**src/rtl/i2c_pkg.sv**
```systemverilog
// Shared I2C definitions: master/slave state encodings, R/W values and the default address.
package i2c_pkg;

    localparam logic [2:0] MASTER_STATE_IDLE  = 3'd0;
    localparam logic [2:0] MASTER_STATE_START = 3'd1;
    localparam logic [2:0] MASTER_STATE_ADDR  = 3'd2;
    localparam logic [2:0] MASTER_STATE_DATA  = 3'd3;
    localparam logic [2:0] MASTER_STATE_ACK   = 3'd4;
    localparam logic [2:0] MASTER_STATE_STOP  = 3'd5;

    localparam logic [2:0] SLAVE_STATE_IDLE       = 3'd0;
    localparam logic [2:0] SLAVE_STATE_ADDRESSING = 3'd1;
    localparam logic [2:0] SLAVE_STATE_ADDR_ACK   = 3'd2;
    localparam logic [2:0] SLAVE_STATE_RX         = 3'd3;
    localparam logic [2:0] SLAVE_STATE_RX_ACK     = 3'd4;
    localparam logic [2:0] SLAVE_STATE_TX         = 3'd5;
    localparam logic [2:0] SLAVE_STATE_TX_ACK     = 3'd6;

    localparam logic READ  = 1'b1;
    localparam logic WRITE = 1'b0;

    localparam logic [6:0] DEFAULT_SLAVE_ADDR = 7'h50;

    typedef enum logic [2:0] {
        S_IDLE       = SLAVE_STATE_IDLE,
        S_ADDRESSING = SLAVE_STATE_ADDRESSING,
        S_ADDR_ACK   = SLAVE_STATE_ADDR_ACK,
        S_RX         = SLAVE_STATE_RX,
        S_RX_ACK     = SLAVE_STATE_RX_ACK,
        S_TX         = SLAVE_STATE_TX,
        S_TX_ACK     = SLAVE_STATE_TX_ACK
    } slave_state_e;

endpackage

```
**src/rtl/i2c_sync_edge.sv**
```systemverilog
// Input synchronizer with one history flop; yields the synced level and rise/fall strobes.
module i2c_sync_edge #(
    parameter int SYNC_STAGES = 2
) (
    input  logic clk,
    input  logic rst,
    input  logic din,
    output logic sync,
    output logic rise,
    output logic fall
);
    localparam int STAGES = (SYNC_STAGES < 2) ? 2 : SYNC_STAGES;

    logic [STAGES-1:0] chain;
    logic              hist;

    // Reset to 1 so an idle bus produces no spurious edges after reset.
    always_ff @(posedge clk) begin
        if (rst) begin
            chain <= '1;
            hist  <= 1'b1;
        end else begin
            chain <= {chain[STAGES-2:0], din};
            hist  <= chain[STAGES-1];
        end
    end

    assign sync = chain[STAGES-1];
    assign rise = sync & ~hist;
    assign fall = ~sync & hist;

endmodule

```
**src/rtl/i2c_slave.sv**
```systemverilog
// I2C target: oversampled START/STOP detection, address match, byte receive and transmit.
module i2c_slave
    import i2c_pkg::*;
#(
    parameter logic [6:0] SLAVE_ADDR  = DEFAULT_SLAVE_ADDR,
    parameter int         SYNC_STAGES = 2
) (
    input  logic       clk,
    input  logic       rst,
    input  logic       sclk,
    input  logic       sda_in,
    output logic       sda_out,
    input  logic [7:0] data_in,
    output logic       tx_load,
    output logic [7:0] data_out,
    output logic       data_valid,
    output logic       rw,
    output logic [2:0] state
);
    logic scl_s, scl_rise, scl_fall;
    logic sda_s, sda_rise, sda_fall;

    i2c_sync_edge #(.SYNC_STAGES(SYNC_STAGES)) u_scl_sync (
        .clk(clk), .rst(rst), .din(sclk),
        .sync(scl_s), .rise(scl_rise), .fall(scl_fall)
    );

    i2c_sync_edge #(.SYNC_STAGES(SYNC_STAGES)) u_sda_sync (
        .clk(clk), .rst(rst), .din(sda_in),
        .sync(sda_s), .rise(sda_rise), .fall(sda_fall)
    );

    logic start_det, stop_det;
    assign start_det = sda_fall & scl_s;
    assign stop_det  = sda_rise & scl_s;

    slave_state_e state_q, state_d;
    // Only 7 bits are stored: the 8th received bit and the first transmitted bit bypass it.
    logic [6:0]   shift_q, shift_d;
    logic [2:0]   cnt_q, cnt_d;
    // ACK states: 0 = waiting for the fall that drives, 1 = waiting to exit.
    // TX: 1 = reload data_in on the next fall.
    logic         phase_q, phase_d;
    logic         sda_out_d, rw_d, data_valid_d, tx_load_d;
    logic [7:0]   data_out_d;

    always_ff @(posedge clk) begin
        if (rst) begin
            state_q    <= S_IDLE;
            shift_q    <= '0;
            cnt_q      <= '0;
            phase_q    <= 1'b0;
            sda_out    <= 1'b1;
            rw         <= WRITE;
            data_out   <= '0;
            data_valid <= 1'b0;
            tx_load    <= 1'b0;
        end else begin
            state_q    <= state_d;
            shift_q    <= shift_d;
            cnt_q      <= cnt_d;
            phase_q    <= phase_d;
            sda_out    <= sda_out_d;
            rw         <= rw_d;
            data_out   <= data_out_d;
            data_valid <= data_valid_d;
            tx_load    <= tx_load_d;
        end
    end

    always_comb begin
        state_d      = state_q;
        shift_d      = shift_q;
        cnt_d        = cnt_q;
        phase_d      = phase_q;
        sda_out_d    = sda_out;
        rw_d         = rw;
        data_out_d   = data_out;
        data_valid_d = 1'b0;
        tx_load_d    = 1'b0;

        if (stop_det || start_det) begin
            state_d   = stop_det ? S_IDLE : S_ADDRESSING;
            shift_d   = '0;
            cnt_d     = '0;
            phase_d   = 1'b0;
            sda_out_d = 1'b1;
        end else begin
            case (state_q)
                S_IDLE: ;

                S_ADDRESSING: if (scl_rise) begin
                    shift_d = {shift_q[5:0], sda_s};
                    if (cnt_q == 3'd7) begin
                        cnt_d = '0;
                        // shift_q holds the 7 address bits; this rise carries R/W.
                        if (shift_q == SLAVE_ADDR) begin
                            rw_d    = sda_s;
                            phase_d = 1'b0;
                            state_d = S_ADDR_ACK;
                        end else begin
                            state_d = S_IDLE;
                        end
                    end else begin
                        cnt_d = cnt_q + 3'd1;
                    end
                end

                S_ADDR_ACK, S_RX_ACK: if (scl_fall) begin
                    if (!phase_q) begin
                        sda_out_d = 1'b0;
                        phase_d   = 1'b1;
                    end else begin
                        phase_d = 1'b0;
                        cnt_d   = '0;
                        if (state_q == S_ADDR_ACK && rw == READ) begin
                            state_d   = S_TX;
                            shift_d   = data_in[6:0];
                            sda_out_d = data_in[7];
                            tx_load_d = 1'b1;
                        end else begin
                            state_d   = S_RX;
                            sda_out_d = 1'b1;
                        end
                    end
                end

                S_RX: if (scl_rise) begin
                    shift_d = {shift_q[5:0], sda_s};
                    if (cnt_q == 3'd7) begin
                        cnt_d        = '0;
                        data_out_d   = {shift_q, sda_s};
                        data_valid_d = 1'b1;
                        phase_d      = 1'b0;
                        state_d      = S_RX_ACK;
                    end else begin
                        cnt_d = cnt_q + 3'd1;
                    end
                end

                S_TX: begin
                    if (scl_fall) begin
                        if (phase_q) begin
                            phase_d   = 1'b0;
                            shift_d   = data_in[6:0];
                            sda_out_d = data_in[7];
                            tx_load_d = 1'b1;
                        end else begin
                            sda_out_d = shift_q[6];
                            shift_d   = {shift_q[5:0], 1'b1};
                        end
                    end else if (scl_rise && !phase_q) begin
                        if (cnt_q == 3'd7) begin
                            cnt_d   = '0;
                            phase_d = 1'b0;
                            state_d = S_TX_ACK;
                        end else begin
                            cnt_d = cnt_q + 3'd1;
                        end
                    end
                end

                S_TX_ACK: begin
                    if (scl_fall && !phase_q) begin
                        sda_out_d = 1'b1;
                        phase_d   = 1'b1;
                    end else if (scl_rise && phase_q) begin
                        // Master ACK -> next byte loads on the coming fall; NACK -> done.
                        if (!sda_s) begin
                            state_d = S_TX;
                            phase_d = 1'b1;
                        end else begin
                            state_d = S_IDLE;
                            phase_d = 1'b0;
                        end
                    end
                end

                default: begin
                    state_d   = S_IDLE;
                    cnt_d     = '0;
                    phase_d   = 1'b0;
                    sda_out_d = 1'b1;
                end
            endcase
        end
    end

    assign state = state_q;

endmodule
```
**config.mk**
```make
export PLATFORM = sky130hd
export DESIGN_NAME = i2c_slave
export DESIGN_NICKNAME = d
export VERILOG_FILES = /design/src/rtl/i2c_pkg.sv /design/src/rtl/i2c_sync_edge.sv /design/src/rtl/i2c_slave.sv
export SDC_FILE = /design/constraint.sdc
export NUM_CORES = 1
export LEC_CHECK = 0
export BUFFER_PORTS_ARGS = -buffer_cell sky130_fd_sc_hd__buf_4
export CAP_MARGIN = 20
export CORE_MARGIN = 2
export CORE_UTILIZATION = 50
export DETAILED_ROUTE_END_ITERATION = 7
export MAX_ROUTING_LAYER = met4
export PLACE_DENSITY = 0.71
export SLEW_MARGIN = 10
export SYNTH_ARGS = -nofsm -noshare
export SYNTH_HDL_FRONTEND = slang
export SYNTH_SLANG_ARGS = --single-unit
```
**constraint.sdc**
```tcl
create_clock -name clk -period 1.5 [get_ports clk]
set_clock_uncertainty 0.05 [all_clocks]
set_input_delay 0.075 -clock clk [delete_from_list [all_inputs] [get_ports clk]]
set_output_delay 0.075 -clock clk [all_outputs]
set_load 0.01 [all_outputs]
```
==> results of run 1 <==
worst register-to-register path, stage by stage (launching register included):
cell and delay, ns:
dfxtp_4 0.38, buf_6 0.13, or2b_1 0.26, o21ai_2 0.19, nand2_4 0.07, or3_4 0.33, a21oi_2 0.11
synthesized netlist by cell type, types with 2 or more instances:
cell / instances
dfxtp_1: 32
nor2_1: 26
mux2i_1: 17
o21ai_0: 13
nand2_1: 10
clkbuf_1: 8
a21oi_1: 7
mux2_2: 6
nand2b_1: 6
or2_2: 6
a22oi_1: 4
buf_2: 4
a211oi_1: 3
inv_1: 3
nand3_1: 3
nand3b_1: 3
nor3_1: 3
ha_1: 2
o21ai_1: 2
o22ai_1: 2
registers in the layout (all words and copies together) (netlist names):
| signal | count |
|---|---|
| u_sda_sync.chain | 2 |
| rw | 1 |
| data_out | 8 |
| tx_load | 1 |
| phase_q | 1 |
| sda_out | 1 |
| shift_q | 7 |
| u_scl_sync.hist | 1 |
| data_valid | 1 |
| state | 3 |
| u_sda_sync.hist | 1 |
| u_scl_sync.chain | 2 |
| cnt_q | 3 |
worst min-delay path by stage:
stage | from | endpoint | depth (start not counted)
detailed placement | sclk | u_scl_sync.chain[0]$_SDFF_PP1_ | 2
floorplan | sclk | u_scl_sync.chain[0]$_SDFF_PP1_ | 1
finish | data_in[1] | shift_q[1]$_SDFFE_PP0P_ | 4
global route | data_in[1] | shift_q[1]$_SDFFE_PP0P_ | 4
global placement | sclk | u_scl_sync.chain[0]$_SDFF_PP1_ | 2
CTS | data_in[1] | shift_q[1]$_SDFFE_PP0P_ | 4
area by class of cell:
class                           instances  area (µm²)
Multi-Input combinational cell        142        1110
Tap cell                               46        57.6
Inverter                                3        11.3
Fill cell                             237         797
Clock buffer                            6        41.3
Clock inverter                          2        35.0
Sequential cell                        32         669
Timing Repair Buffer                   70         563
cells by family (layout without fill, tap and decap cells):
group                    count (synthesis)  count (layout)  synth area share, %
AND/OR/NAND/NOR                         71              71                 23.0
AO/OA/AOI/OAI                           44              44                 18.2
flip-flops                              32              32                 38.2
multiplexers                            23              23                 14.2
buffers and inverters                   16              81                 3.88
adder cells (fa/ha/maj)                  2               2                 1.49
XOR/XNOR                                 2               2                 1.04
where the power goes:
part           internal [mW]  total [mW]  switching, mW  leakage (nW)
Combinational         0.0996       0.183         0.0839         0.843
Sequential             0.849       0.865         0.0154         0.264
Clock                  0.349       0.651          0.302        0.0422
per-layer routing:
layer / vias to the layer above / GRT usage [%] / part of all wire [%]
met1: 772 / 29.5 / 41
met5: - / - / 0
li1: 813 / - / -
met2: 57 / 46.3 / 51
met3: 16 / 7.25 / 5.5
met4: 0 / 11.2 / 2.6
what timing repair did:
| action | CTS | global route |
|---|---|---|
| pin swaps | 14 | 12 |
| resized for setup | 30 | 16 |
| hold buffers | 3 | 0 |
| buffers inserted | 4 | 1 |
| gates cloned | 0 | 1 |
| endpoints found under the setup margin | 24 | 24 |
| hold endpoints to repair | 14 | 0 |
metrics by stage:
stage / hold slack, ns / area, µm² / setup slack [ns]
global placement: 0.209 / 2170 / -0.0945
floorplan: 0.129 / 1740 / -0.000387
detailed placement: 0.212 / 2170 / -0.182
finish: 0.0415 / 2490 / -0.0858
global route: 0.0434 / 2490 / -0.149
CTS: 0.0297 / 2400 / -0.0564
==> flow_summary.json, run 1 <==
{
  "status": "finished, violations left",
  "violations": "negative setup slack",
  "crit_buf_inv": 1,
  "synth-edff-count": 0,
  "slew_headroom_pct": 70.8,
  "p_per_area_nw_per_um2": 683,
  "critPathSlowestCell": "dfxtp_4",
  "die_x_um": 61.9,
  "antenna_found_initial": 0,
  "clock-sinks": 32,
  "async_reset_ff_share_pct": 0,
  "syn2layout_area_growth_pct": 48.4,
  "synth_area_leader_cell": "dfxtp_1",
  "htreeDepth": 2,
  "finalSetupViolCount": 21,
  "place_hpwl_um": 3160,
  "cp_data_arrival_time_ns": 1.82,
  "crit_cells": 6,
  "grt_usage_pct": 27.0,
  "drtAntennaViolNets": 0,
  "synthFlopType": "dfxtp_1",
  "viasPerCell": 5.51,
  "cts-root-buf": "clkbuf_4",
  "yosysUniqueCellTypes": 50,
  "fmax_mhz": 631,
  "grt_pass1_wl_um": 7160,
  "drv_slew": 0,
  "route.detailed.drc": 0,
  "cts_buffer_depth": 2,
  "synth_nets": 204,
  "dp_cells": 284,
  "fp.dieH_um": 61.9,
  "die_area_um2": 3830,
  "wl_per_cell_um": 15.8,
  "cp_top_family": "simple AND/OR/NAND/NOR gates",
  "start_kind": "register",
  "finalCritPeriodShare_pct": 106,
  "clk_pin_slew_worst_paths_ns": 0.11,
  "ys_seq_area_share_pct": 38.2,
  "ys_warn_count": 0,
  "netlist.area_leader.share_pct": 38.2,
  "min_path_type": "primary input to register",
  "r2r_setup_slack_ns": -0.09,
  "initial_utilization_pct": 51.0,
  "overflow": 0,
  "synthesis.area_um2": 1680,
  "timing.rr.start": "u_scl_sync.chain[1]$_SDFF_PP1_",
  "nNetsFinal": 268,
  "layout_common_cells": "buf_4 (59), nor2_1 (25), dfxtp_1 (23), mux2i_1 (17)",
  "critical-path-max-stage-delay_ns": 0.38,
  "first_global_vias": 1586,
  "p_leak_nw": 1.15,
  "hold_viol": 0,
  "totalWireLength_um": 4770,
  "rsz0062_at_grt": "true",
  "endpoint": "shift_q[0]$_SDFFE_PP0P_",
  "ys_ff_latch": 32,
  "core_um2": 3280,
  "postSynthAreaPerCell_um2": 8.82,
  "fin_ws_ns": -0.0858,
  "gp_congestion": 0.904,
  "drv_cap": 0,
  "mostFrequentLayoutCell": "buf_4",
  "tns_ns": -0.829,
  "final_core_util_pct": 75.7,
  "rows": 21,
  "synth_top_cells_by_area": "dfxtp_1 (38%), mux2i_1 (10%), nor2_1 (5.8%)",
  "min_period_ns": 1.59,
  "drtIter0Drc": 76,
  "pin_count": 27,
  "crit_start": "u_scl_sync.chain[1]$_SDFF_PP1_",
  "stdcell_count": 301,
  "crit_path_end_kind": "register",
  "n_antenna_cell": 0,
  "drive_gt1_share_pct": 47.5,
  "grt_max_degree": 21,
  "ir_worst_vdd_mv": 0.708,
  "cts-buffers-inserted": 5,
  "numPortBuffers": 26,
  "path_cells": "buf_6 -> or2b_1 -> o21ai_2 -> nand2_4 -> or3_4 -> a21oi_2",
  "path_max_fanout": 6,
  "cts_tree": "yes",
  "syn_inst": 190,
  "worstSetupPathType": "register to register",
  "r2r-end": "shift_q[0]$_SDFFE_PP0P_",
  "fin_total_pwr_mw": 1.70,
  "dr_total_vias": 1658,
  "worst_slew_pin_slew_ns": 0.437,
  "worst_r2r_path_depth": 6,
  "first_pass_iters": 4,
  "critical_path_required_ns": 1.73,
  "clk_latency_ns": 0.34
}
No activity file was read; power rests on OpenSTA's default activity.
==> run 2: changes to the inputs <==
RECOVER_POWER = 50   (was default)
==> run 2 against run 1 <==
Effect of this change:
- the flow still finishes with violations (negative setup slack)
- total power about the same
- maximum frequency about the same
- hold slack about the same
- critical path depth unchanged
- utilization down 0.69 points
- worst setup slack worse by 0.0010 ns
- flip-flop and latch count unchanged
- highest routed layer unchanged
- design area down 0.91%
- clock power about the same
- combinational power about the same
==> flow_summary.json, run 2 (synthesis results as in run 1) <==
{
  "status": "finished, violations left",
  "violations": "negative setup slack",
  "final_core_util_pct": 75.0,
  "min-delay-start": "data_in[1]",
  "dr_wl_met3_um": 234,
  "drv_slew": 0,
  "gp_congestion": 0.904,
  "finalSetupViolCount": 21,
  "cts-root-buf": "clkbuf_4",
  "regMostFlops": "data_out",
  "cts_buffer_depth": 2,
  "worst_slew_pin_slew_ns": 0.438,
  "grt_pass1_wl_um": 7160,
  "timing.rr.start": "u_scl_sync.chain[1]$_SDFF_PP1_",
  "pin_count": 27,
  "critical_path_required_ns": 1.73,
  "route.detailed.drc": 0,
  "first_global_vias": 1586,
  "syn2layout_area_growth_pct": 47.0,
  "grt_usage_pct": 27.0,
  "path_max_fanout": 6,
  "clk_pin_slew_worst_paths_ns": 0.11,
  "clk_latency_ns": 0.34,
  "drtAntennaViolNets": 0,
  "fmax_mhz": 630,
  "htreeDepth": 2,
  "min_period_ns": 1.59,
  "dp_cells": 284,
  "die_area_um2": 3830,
  "grt_max_degree": 21,
  "worstSetupPathType": "register to register",
  "hold-worst-slack_ns": 0.0416,
  "place_hpwl_um": 3160,
  "hold-path-endpoint": "shift_q[1]$_SDFFE_PP0P_",
  "p_per_area_nw_per_um2": 689,
  "met1_length_um": 1960,
  "die_x_um": 61.9,
  "p_leak_nw": 1.12,
  "n_antenna_cell": 0,
  "hold_depth": 4,
  "clock-sinks": 32,
  "drive_gt1_share_pct": 45.1,
  "start_kind": "register",
  "wl_per_cell_um": 15.8,
  "drv_cap": 0,
  "r2r_setup_slack_ns": -0.09,
  "worst_r2r_path_depth": 6,
  "ir_worst_vdd_mv": 0.720,
  "r2r-end": "shift_q[0]$_SDFFE_PP0P_",
  "layout_common_cells": "buf_4 (53), nor2_1 (25), dfxtp_1 (23), mux2i_1 (17)",
  "cp_data_arrival_time_ns": 1.82,
  "mostFrequentLayoutCell": "buf_4",
  "cts-buffers-inserted": 5,
  "overflow": 0,
  "finalCritPeriodShare_pct": 106,
  "initial_utilization_pct": 51.0,
  "min_path_type": "primary input to register",
  "fin_ws_ns": -0.0868,
  "top_regs": "data_out: 8 flops, shift_q: 7 flops",
  "cts_tree": "yes",
  "wl_met2_um": 2440,
  "rows": 21,
  "fp.dieH_um": 61.9,
  "viasPerCell": 5.57,
  "fillCellCount": 240,
  "first_pass_iters": 4,
  "drtIter0Drc": 77,
  "rsz0062_at_grt": "true",
  "place_ws_ns": -0.182,
  "nNetsFinal": 268,
  "fin_total_pwr_mw": 1.70,
  "totalWireLength_um": 4750,
  "stdcell_count": 301,
  "numPortBuffers": 26,
  "hold_viol": 0,
  "largest_register_ffs": 8,
  "core_um2": 3280,
  "dr_total_vias": 1676,
  "top_layer": "met4",
  "antenna_found_initial": 0,
  "slew_headroom_pct": 70.8,
  "crit_path_end_kind": "register"
}
-- run 2: cell types whose count changed in the layout (fill, tap and decap cells not counted) --
cell / previous run / this run
clkbuf_1: 1 / 7
buf_4: 59 / 53
-- run 2: cell type report --
class	count	area, µm²	share of cell area [%]
Clock buffer	6	41.3	1.68
Clock inverter	2	35.0	1.42
Inverter	3	11.3	0.457
Multi-Input combinational cell	142	1110	45.0
Sequential cell	32	669	27.2
Tap cell	46	57.6	2.34
Timing Repair Buffer	70	541	21.9
-- run 2: power breakdown --
part | internal, mW | leakage (nW) | switching (mW)
combinational | 0.0996 | 0.818 | 0.0841
clock | 0.349 | 0.0422 | 0.302
sequential | 0.849 | 0.264 | 0.0155
-- run 2: worst max-delay path by stage --
stage,end,cells past startpoint,slack [ns],from
2_1_floorplan,cnt_q[0]$_SDFFE_PP0P_,6,-0.0004,u_scl_sync.chain[1]$_SDFF_PP1_
3_3_place_gp,phase_q$_SDFFE_PP0P_,5,-0.09,shift_q[0]$_SDFFE_PP0P_
3_5_place_dp,shift_q[3]$_SDFFE_PP0P_,5,-0.18,phase_q$_SDFFE_PP0P_
4_1_cts,shift_q[0]$_SDFFE_PP0P_,6,-0.06,u_scl_sync.chain[1]$_SDFF_PP1_
5_1_grt,phase_q$_SDFFE_PP0P_,5,-0.15,shift_q[2]$_SDFFE_PP0P_
6_report,shift_q[0]$_SDFFE_PP0P_,6,-0.09,u_scl_sync.chain[1]$_SDFF_PP1_
-- run 2: repair_timing --
action,CTS,global route
hold endpoints to repair,14,0
hold buffers,3,0
buffers inserted,4,1
gates cloned,0,1
gates resized for setup,30,16
pin swaps,14,12
endpoints found under the setup margin,24,24
-- run 2: worst max-delay path, stage by stage, from the launching register on --
cell and delay, ns:
dfxtp_4 0.38, buf_6 0.13, or2b_1 0.26, o21ai_2 0.19, nand2_4 0.07, or3_4 0.33
a21oi_2 0.11
-- run 2: stage by stage --
stage	area, µm²	TNS, ns
floorplan	1740	-0.00114
global placement	2170	-0.995
detailed placement	2170	-1.81
CTS	2400	-0.319
global route	2460	-2.31
finish	2460	-0.867
-- run 2: metal layers --
| layer | global-route usage, % | vias up |
|---|---|---|
| li1 | - | 812 |
| met1 | 29.5 | 795 |
| met2 | 46.3 | 53 |
| met3 | 7.25 | 16 |
| met4 | 11.2 | 0 |
| met5 | - | - |
==> run 3: changes to the inputs <==
REMOVE_ABC_BUFFERS = 1   (was default)
==> run 3 against run 2 <==
Effect of this change:
- the flow still finishes with violations (negative setup slack)
- sequential power is essentially flat
- global-route usage rose by 3.4 points
- combinational power grew 12%
- total power is 4.1% higher
- worst setup slack got worse by 0.089 ns
- die area is the same
- clock power up 6.8%
- routed wire length grew 17%
- flip-flop and latch count is the same
- critical endpoint is now phase_q$_SDFFE_PP0P_
- largest power group unchanged
- highest routed layer unchanged
==> flow_summary.json, run 3 (synthesis results as in run 1) <==
{
  "status": "finished, violations left",
  "violations": "negative setup slack",
  "pin_count": 27,
  "core_um2": 3280,
  "numPortBuffers": 26,
  "die_area_um2": 3830,
  "grt_usage_pct": 30.4,
  "wl_per_cell_um": 18.2,
  "rows": 21,
  "dp_cells": 289,
  "top_regs": "data_out: 8 flops, shift_q: 7 flops",
  "drive_gt1_share_pct": 51.0,
  "final_area_um2": 2630,
  "viasPerCell": 5.83,
  "stdcell_count": 307,
  "crit_path_end_kind": "register",
  "die_x_um": 61.9,
  "cp_data_arrival_time_ns": 1.88,
  "htreeDepth": 2,
  "worst_slew_pin_slew_ns": 0.343,
  "critical_path_required_ns": 1.71,
  "cts_tree": "yes",
  "endpoint": "phase_q$_SDFFE_PP0P_",
  "clk_pin_slew_worst_paths_ns": 0.11,
  "cts-root-buf": "clkbuf_4",
  "largest_register_ffs": 8,
  "rsz0062_at_grt": "true",
  "drv_cap": 0,
  "dpl_cell_area_um2": 2180,
  "route.detailed.drc": 0,
  "first_global_vias": 1732,
  "antenna_found_initial": 0,
  "p_per_area_nw_per_um2": 674,
  "crit_start": "shift_q[5]$_SDFFE_PP0P_",
  "p_leak_nw": 1.16,
  "finalCritPeriodShare_pct": 112,
  "fin_ws_ns": -0.176,
  "slew_headroom_pct": 77.2,
  "dr_total_vias": 1791,
  "first_pass_iters": 4,
  "n_antenna_cell": 0,
  "fmax_mhz": 597,
  "totalWireLength_um": 5580,
  "hold_viol": 0,
  "layout_common_cells": "buf_4 (60), nor2_1 (26), dfxtp_1 (21), mux2i_1 (16)",
  "regMostFlops": "data_out",
  "grt_pass1_wl_um": 7940,
  "worstSetupPathType": "register to register",
  "place_hpwl_um": 3460,
  "syn2layout_area_growth_pct": 56.6,
  "drtIter0Drc": 164,
  "fp.dieH_um": 61.9,
  "place_ws_ns": -0.199,
  "fillCellCount": 207,
  "ir_worst_vdd_mv": 0.644,
  "grt_max_degree": 21,
  "r2r-end": "phase_q$_SDFFE_PP0P_",
  "fin_total_pwr_mw": 1.77,
  "initial_utilization_pct": 51.0,
  "clk_latency_ns": 0.35,
  "overflow": 0,
  "drv_slew": 0,
  "timing.rr.start": "shift_q[5]$_SDFFE_PP0P_",
  "r2r_setup_slack_ns": -0.18,
  "min_period_ns": 1.68,
  "min_path_type": "primary input to register",
  "cts-buffers-inserted": 5,
  "path_max_fanout": 3,
  "drtAntennaViolNets": 0,
  "mostFrequentLayoutCell": "buf_4",
  "start_kind": "register",
  "finalSetupViolCount": 17,
  "nNetsFinal": 274,
  "gp_congestion": 0.907,
  "clock-sinks": 32,
  "worst_r2r_path_depth": 5,
  "cts_buffer_depth": 2
}
==> run 3: per-layer routing <==
layer / track usage, % / up-vias / routed length [µm]
li1: - / 829 / -
met2: 51.7 / 74 / 2990
met4: 19.8 / 0 / 267
met5: - / - / 0
met1: 30.8 / 859 / 2040
met3: 7.66 / 29 / 282
==> run 3: through the flow <==
step / utilization [%] / TNS [ns] / hold slack [ns]
2_1_floorplan: - / -6.34 / 0.0971
3_3_place_gp: 66.2 / -1.79 / 0.208
3_5_place_dp: 66.2 / -2.46 / 0.214
4_1_cts: 76.0 / -0.324 / 0.0334
5_1_grt: 79.9 / -2.10 / 0.0395
6_report: 79.9 / -0.990 / 0.0401
==> run 3: cell type report <==
cell class	instances	area [µm²]	area share, %
tap	46	57.6	2.19
timing repair buffer	76	621	23.6
sequential	32	667	25.4
inverter	3	15.0	0.572
multi-input combinational	142	1180	45.0
clock inverter	3	46.3	1.76
clock buffer	5	37.5	1.43
==> run 3: worst min-delay path by stage <==
stage / startpoint / endpoint / slack, ns / cells after the start
floorplan: rst / state[0]$_SDFFE_PP0P_ / 0.1 / 1
global placement: sclk / u_scl_sync.chain[0]$_SDFF_PP1_ / 0.21 / 2
detailed placement: sda_in / u_sda_sync.chain[0]$_SDFF_PP1_ / 0.21 / 2
CTS: data_in[6] / shift_q[6]$_SDFFE_PP0P_ / 0.03 / 4
global route: data_in[6] / shift_q[6]$_SDFFE_PP0P_ / 0.04 / 4
finish: data_in[3] / shift_q[3]$_SDFFE_PP0P_ / 0.04 / 4
==> run 3: report_power, final <==
group,switching (mW),internal [mW]
registers,0.0143,0.853
clock network,0.339,0.356
logic,0.0935,0.113
==> run 3: critical path, cell delays in order, from the launching register on <==
cell	delay (ns)
dfxtp_2	0.35
nor4_4	0.28
nand4b_1	0.30
a21boi_1	0.28
o21ai_1	0.10
a32o_1	0.22
==> run 3: what timing repair did <==
item                                    in CTS  in global routing
endpoints found under the setup margin      24                 24
endpoints found under the hold margin       14                  0
resized for setup                           50                 20
hold buffers                                 3                  0
setup buffers                                2                  5
pin swaps                                   19                 16
